### config.mk
export PLATFORM = sky130hd
export DESIGN_NAME = sgdmac_wr_engine
export DESIGN_NICKNAME = d
export VERILOG_FILES = /design/src/rtl/sgdmac_wr_engine.sv
export SDC_FILE = /design/constraint.sdc
export NUM_CORES = 1
export LEC_CHECK = 0
export CORE_AREA = 2 2 96 145
export CTS_BUF_LIST = sky130_fd_sc_hd__clkbuf_8 sky130_fd_sc_hd__clkbuf_16
export CTS_CLUSTER_DIAMETER = 30
export CTS_CLUSTER_SIZE = 30
export DETAILED_ROUTE_END_ITERATION = 16
export DIE_AREA = 0 0 98 147
export PLACE_DENSITY = 0.77
export SLEW_MARGIN = 20
export SYNTH_ARGS = -nofsm -noshare
export SYNTH_HDL_FRONTEND = slang
export SYNTH_SLANG_ARGS = --single-unit
### constraint.sdc
create_clock -name clk -period 5.64 [get_ports clk]
set_clock_uncertainty 0.2 [all_clocks]
set_input_delay 1.128 -clock clk [delete_from_list [all_inputs] [get_ports clk]]
set_output_delay 1.128 -clock clk [all_outputs]
set_load 0.1 [all_outputs]
### src/rtl/sgdmac_wr_engine.sv
// sgdmac_wr_engine: AXI3 write engine that splits each command into
// 4KB-safe INCR bursts of up to 16 words, fed from the shared data buffer.
module sgdmac_wr_engine #(
  parameter int FIFO_DEPTH = 128
) (
  input  logic                        clk,
  input  logic                        rst,
  input  logic                        start_i,
  input  logic [47:0]                 cmd_i,
  output logic                        done_o,
  output logic                        err_o,
  input  logic                        fifo_empty_i,
  input  logic [$clog2(FIFO_DEPTH):0] fifo_cnt_i,
  input  logic [31:0]                 fifo_rdata_i,
  output logic                        fifo_rden_o,
  output logic [3:0]                  awid_o,
  output logic [31:0]                 awaddr_o,
  output logic [3:0]                  awlen_o,
  output logic [2:0]                  awsize_o,
  output logic [1:0]                  awburst_o,
  output logic                        awvalid_o,
  input  logic                        awready_i,
  output logic [3:0]                  wid_o,
  output logic [31:0]                 wdata_o,
  output logic [3:0]                  wstrb_o,
  output logic                        wlast_o,
  output logic                        wvalid_o,
  input  logic                        wready_i,
  input  logic [1:0]                  bresp_i,
  input  logic                        bvalid_i,
  output logic                        bready_o
);
  localparam int CW = $clog2(FIFO_DEPTH) + 1;
  typedef enum logic [2:0] {IDLE, PLAN, AW, W, B} state_t;
  state_t        state_q, state_d;
  logic [31:0]   addr_q, addr_d, awaddr_q, awaddr_d;
  logic [13:0]   rem_q, rem_d;
  logic [4:0]    beats_q, beats_d, rem_cap, beats_c;
  logic [3:0]    bcnt_q, bcnt_d, awlen_q, awlen_d;
  logic          awvalid_q, awvalid_d, err_q, err_d;
  logic [CW-1:0] cnt_q;
  logic [10:0]   avail;
  assign awid_o      = 4'd0;
  assign wid_o       = 4'd0;
  assign awsize_o    = 3'b010;
  assign awburst_o   = 2'b01;
  assign wstrb_o     = 4'hF;
  assign awaddr_o    = awaddr_q;
  assign awlen_o     = awlen_q;
  assign awvalid_o   = awvalid_q;
  assign err_o       = err_q;
  assign done_o      = state_q == IDLE;
  assign bready_o    = state_q == B;
  assign wvalid_o    = (state_q == W) & ~fifo_empty_i;
  assign wdata_o     = fifo_rdata_i;
  assign wlast_o     = (state_q == W) & (bcnt_q == awlen_q);
  assign fifo_rden_o = wvalid_o & wready_i;
  always_comb begin
    avail     = 11'd1024 - {1'b0, addr_q[11:2]};
    rem_cap   = rem_q > 14'd16 ? 5'd16 : rem_q[4:0];
    beats_c   = {6'd0, rem_cap} > avail ? avail[4:0] : rem_cap;
    state_d   = state_q;
    addr_d    = addr_q;
    rem_d     = rem_q;
    beats_d   = beats_q;
    bcnt_d    = bcnt_q;
    awaddr_d  = awaddr_q;
    awlen_d   = awlen_q;
    awvalid_d = awvalid_q;
    err_d     = err_q;
    case (state_q)
      IDLE: if (start_i) begin
        addr_d  = cmd_i[47:16];
        rem_d   = cmd_i[15:2];
        err_d   = 1'b0;
        state_d = PLAN;
      end
      PLAN: if (rem_q == 14'd0) state_d = IDLE;
      else if (cnt_q >= CW'(beats_c)) begin
        beats_d   = beats_c;
        awaddr_d  = addr_q;
        awlen_d   = 4'(beats_c - 5'd1);
        awvalid_d = 1'b1;
        state_d   = AW;
      end
      AW: if (awready_i) begin
        awvalid_d = 1'b0;
        bcnt_d    = 4'd0;
        state_d   = W;
      end
      W: if (fifo_rden_o) begin
        bcnt_d  = bcnt_q + 4'd1;
        state_d = wlast_o ? B : W;
      end
      // the final response returns straight to IDLE so done rises the next cycle
      B: if (bvalid_i) begin
        err_d   = err_q | (bresp_i != 2'b00);
        addr_d  = addr_q + {25'd0, beats_q, 2'b00};
        rem_d   = rem_q - {9'd0, beats_q};
        state_d = rem_q == {9'd0, beats_q} ? IDLE : PLAN;
      end
      default: state_d = IDLE;
    endcase
  end
  // buffer level is registered; it only lags upward, so a burst is never under-buffered
  always_ff @(posedge clk or posedge rst) begin
    if (rst) begin
      state_q   <= IDLE;
      addr_q    <= '0;
      rem_q     <= '0;
      beats_q   <= '0;
      bcnt_q    <= '0;
      awaddr_q  <= '0;
      awlen_q   <= '0;
      awvalid_q <= 1'b0;
      err_q     <= 1'b0;
      cnt_q     <= '0;
    end else begin
      state_q   <= state_d;
      addr_q    <= addr_d;
      rem_q     <= rem_d;
      beats_q   <= beats_d;
      bcnt_q    <= bcnt_d;
      awaddr_q  <= awaddr_d;
      awlen_q   <= awlen_d;
      awvalid_q <= awvalid_d;
      err_q     <= err_d;
      cnt_q     <= fifo_cnt_i;
    end
  end
endmodule
==> metrics.md, run 1 <==
| Metric | Value |
|---|---|
| Grt ovf | `0` |
| Buf+Inv Stages, Crit Path | `3` |
| Initial antenna violation count | `0` |
| Clock slew at reported path FFs | `roughly 70 ps` |
| Clock power frac | `15.4%` |
| Cells after Synth | `661` |
| Sw power | `0.00195 W` |
| Syn Area/Cell | `between 9 and 10 um2` |
| Sequential share of power | `33.5%` |
| PD cells | `533 nW/um2` |
| Layout cells sized above 1 | `11.1%` |
| Vias in the first global route | `5136` |
| Crit path largest cell delay | `around 600 ps` |
| Top FF cell, synth | `dfrtp_1` |
| CTS tree | `yes` |
| Critical Path RT | `5680 ps` |
| Pleak | `3.23 nW` |
| Final WS setup | `around 360 ps` |
| Max_cap viols | `0` |
| Crit path to | `awaddr_o[9]` |
| Via count | `5168` |
| CTS Buf Count | `9` |
| Final setup fails | `0` |
| Die Footprint | `14400 um2` |
| Critical path type | `register to register` |
| Core footprint | `13200 um2` |
| Ys async rst share | `100%` |
| DIE WIDTH | `98 um` |
| Initial Util | `46.8%` |
| Status | `finished clean` |
| Final Hold Vio Count | `0` |
| Final period util | `93.6%` |
| Worst Hold Class | `register to register` |
| Worst Path Arrival | `5320 ps` |
| Worst R2R Path Depth | `17` |
| Fillers | `1205` |
| Min Hold Slack | `293 ps` |
| Power Total | `0.00391 W` |
| Register bit total from synthesis | `104` |
| Seq/Total Area, Yosys | `42.1%` |
| Register area | `2600 um2` |
| Largest net degree at the start of global routing | `74` |
| TNS Setup | `0 ps` |
| Peak Freq | `roughly 190 MHz` |
| YS warnings | `0` |
| Global-route wire length before repair | `about 25000 um` |
| Row count | `52` |
| Clock buffer depth | `2` |
| Number of synthesized flops with an enable pin | `0` |
| DP Wirelength | `between 10000 and 15000 um` |
| Unrepaired setup endpoints after global routing | `no` |
| Cts repair resizes | `0` |
| Postcts setup bufs | `0` |
| Place WS | `97.8 ps` |
| R2R Setup Slk | `360 ps` |
| Critical Path Fanout Max | `16` |
| Setup crit start | `rem_q[10]` |
| Io pins | `about 190` |
| GPL Wtd Cong | `between 0.8 and 0.9` |
| CP max-delay cell | `a21oi_4` |
| Max-slew violations | `0` |
| Reg-to-reg startpoint | `rem_q[10]` |
| Footprint of the multi-input gates | `3010 um2` |
| 1st-iter DRT viols | `304` |
| Buffers on Ports | `approximately 110` |
| Total Nets Final | `846` |
| Die Y | `about 150 um` |
| Drt total wl | `15700 um` |
| CP top delay family | `compound AO/OA/AOI/OAI gates` |
| Clock Sinks | `104` |
| Vias per cell | `5.79` |
| Worst setup SP type | `register` |
| WL per Instance | `17.6 um` |
| Total Routing Usage GR | `21.6%` |
| CP Cell Sequence | `nor4_1 > and4b_1 > inv_1 > ha_1 > and2_0 > and3_1 > a221oi_4 > nand2_4 > mux2_2 > inv_1 > ha_1 > nand2b_1 > a211oi_1 > a211o_2 > a21oi_4 > buf_4 > mux2_2` |
| Syn Std Cell Area | `6180 um2` |
| Sw frac | `49.8%` |
| Distinct cells, synth | `66` |
| Crit path time final | `5280 ps` |
| Post-DRT Antenna Nets | `0` |
| Root buffer cell | `clkbuf_16` |
| Crit path depth | `17` |
| Worst Tran Pin Value | `roughly 1000 ps` |
| Rel. slew slack | `31.1%` |
| Peak VDD IR | `about 0.35 mV` |
| # H-tree levels | `3` |
| R2r endpoint | `awaddr_o[9]` |
| Area delta synth->final | `18.7%` |
| Diodes inserted | `0` |
| Worst Setup End Kind | `register` |
| DRC violations left | `0` |
| Pre-antenna DRT Iters | `5` |
| Clk_lat worst skew | `350 ps` |
| Logic gate share of total power | `51.1%` |
| P_int | `0.00196 W` |
[registers in the layout, summed over array words and instances (netlist names)]
name       count
awaddr_o      32
addr_q        32
cnt_q          8
err_o          1
state_q        3
rem_q         14
beats_q        5
awvalid_o      1
awlen_o        4
bcnt_q         4
[stage by stage]
step / area [um2] / utilization [%] / std cells
2_1_floorplan: 6240 / - / 676
3_3_place_gp: 7040 / 53.3 / 875
3_5_place_dp: 7040 / 53.3 / 875
4_1_cts: 7330 / 55.5 / 891
5_1_grt: 7340 / 55.6 / 892
6_report: 7340 / 55.6 / 892
[synth_stat cells (3+ instances only)]
cell type	instances	area, um2
a22oi_1	4	30.0
and3_1	11	68.8
nand2_1	52	195
ha_1	22	275
mux2_2	36	405
o21ai_0	41	205
a2bb2oi_1	7	61.3
buf_6	4	45.0
and4_1	4	35.0
and2_1	4	25.0
nor3_1	20	100
a211oi_1	5	37.5
nand3_1	17	85.1
inv_1	31	116
nor2_1	50	188
xor2_1	8	70.1
a31oi_1	5	31.3
o22ai_1	16	100
nor4_1	6	37.5
xnor2_1	5	43.8
or3_1	4	25.0
buf_1	5	18.8
o21a_1	3	22.5
o211ai_1	4	30.0
o32ai_1	3	26.3
nor2b_1	6	37.5
a21oi_1	62	310
clkbuf_1	19	71.3
buf_4	49	368
dfrtp_1	104	2600
nand2b_1	5	31.3
or4_1	4	30.0
[area by class of cell]
| class | count | share of cell area [%] |
|---|---|---|
| multi-input combinational | 463 | 41.0 |
| timing repair buffer | 115 | 15.3 |
| clock inverter | 6 | 0.596 |
| clock buffer | 10 | 3.25 |
| sequential | 104 | 35.4 |
| inverter | 32 | 1.67 |
| tap | 162 | 2.76 |
[repair_timing]
action                                 in CTS  in global routing
endpoints found under the hold margin       0                  0
hold buffers                                0                  0
setup endpoints to repair                   0                 19
[cells by family (layout without fill, tap and decap cells)]
group / after synthesis / after routing / share of synthesized area, %
XOR/XNOR: 13 / 13 / 1.84
multiplexers: 38 / 38 / 7.08
buffers and inverters: 110 / 163 / 10.4
AO/OA/AOI/OAI: 177 / 178 / 18.2
AND/OR/NAND/NOR: 193 / 193 / 15.2
other: 2 / 17 / 0.121
adder cells (fa/ha/maj): 24 / 24 / 5.10
flip-flops: 104 / 104 / 42.1
[power by group through the flow]
| stage | registers, W | logic (W) | clock network (W) |
|---|---|---|---|
| 2_1_floorplan | 0.00189 | 0.00103 | 0 |
| 3_3_place_gp | 0.00130 | 0.00195 | 0 |
| 3_5_place_dp | 0.00132 | 0.00199 | 0 |
| 4_1_cts | 0.00131 | 0.00200 | 0.000616 |
| 5_1_grt | 0.00136 | 0.00214 | 0.000645 |
| 6_report | 0.00131 | 0.00200 | 0.000604 |
[routing by layer]
layer,part of all wire (%),vias to the layer above,GRT usage [%],wire length [um]
met5,0,-,0,0
met4,3.8,0,10.9,591
met3,5.1,45,4.14,809
met2,53,166,38.3,8330
met1,38,2531,24.5,6000
li1,-,2426,-,-
[cell usage in the layout (no fill, tap or decap), drive strengths merged, types with 3 or more instances in the layout]
cell type / instances
a211oi: 5
a21oi: 66
a22oi: 4
a2bb2oi: 7
a31oi: 6
and2: 5
and3: 11
and4: 4
buf: 12
clkbuf: 10
clkdlybuf4s50: 103
clkinv: 4
conb: 17
dfrtp: 104
ha: 22
inv: 33
mux2: 36
nand2: 53
nand2b: 5
nand3: 17
nor2: 50
nor2b: 6
nor3: 20
nor4: 6
o211ai: 4
o21a: 3
o21ai: 42
o22ai: 16
o32ai: 3
or3: 4
or4: 5
xnor2: 5
xor2: 8
[tightest hold or removal path, delay by kind of cell (launching register included)]
kind / cells / cell delay (ps)
flops: 1 / 360
simple gates: 2 / 110
[worst min-delay path by stage]
stage                   start        end  cells past startpoint
floorplan           addr_q[0]  addr_q[0]                      2
global placement    addr_q[1]  addr_q[1]                      2
detailed placement  addr_q[0]  addr_q[0]                      2
CTS                 addr_q[0]  addr_q[0]                      2
global route        addr_q[0]  addr_q[0]                      2
finish              addr_q[1]  addr_q[1]                      2
No activity file was read; power rests on OpenSTA's default activity.
==> inputs of run 2 (changes only) <==
--- a/config.mk
+++ b/config.mk
@@ -11,6 +11,7 @@
 export CTS_CLUSTER_SIZE = 30
 export DETAILED_ROUTE_END_ITERATION = 16
 export DIE_AREA = 0 0 98 147
+export GPL_TIMING_DRIVEN = 1
 export PLACE_DENSITY = 0.77
 export SLEW_MARGIN = 20
 export SYNTH_ARGS = -nofsm -noshare
==> results of run 2 <==
The final DEF is identical to that of run 1; final timing and power are the same.
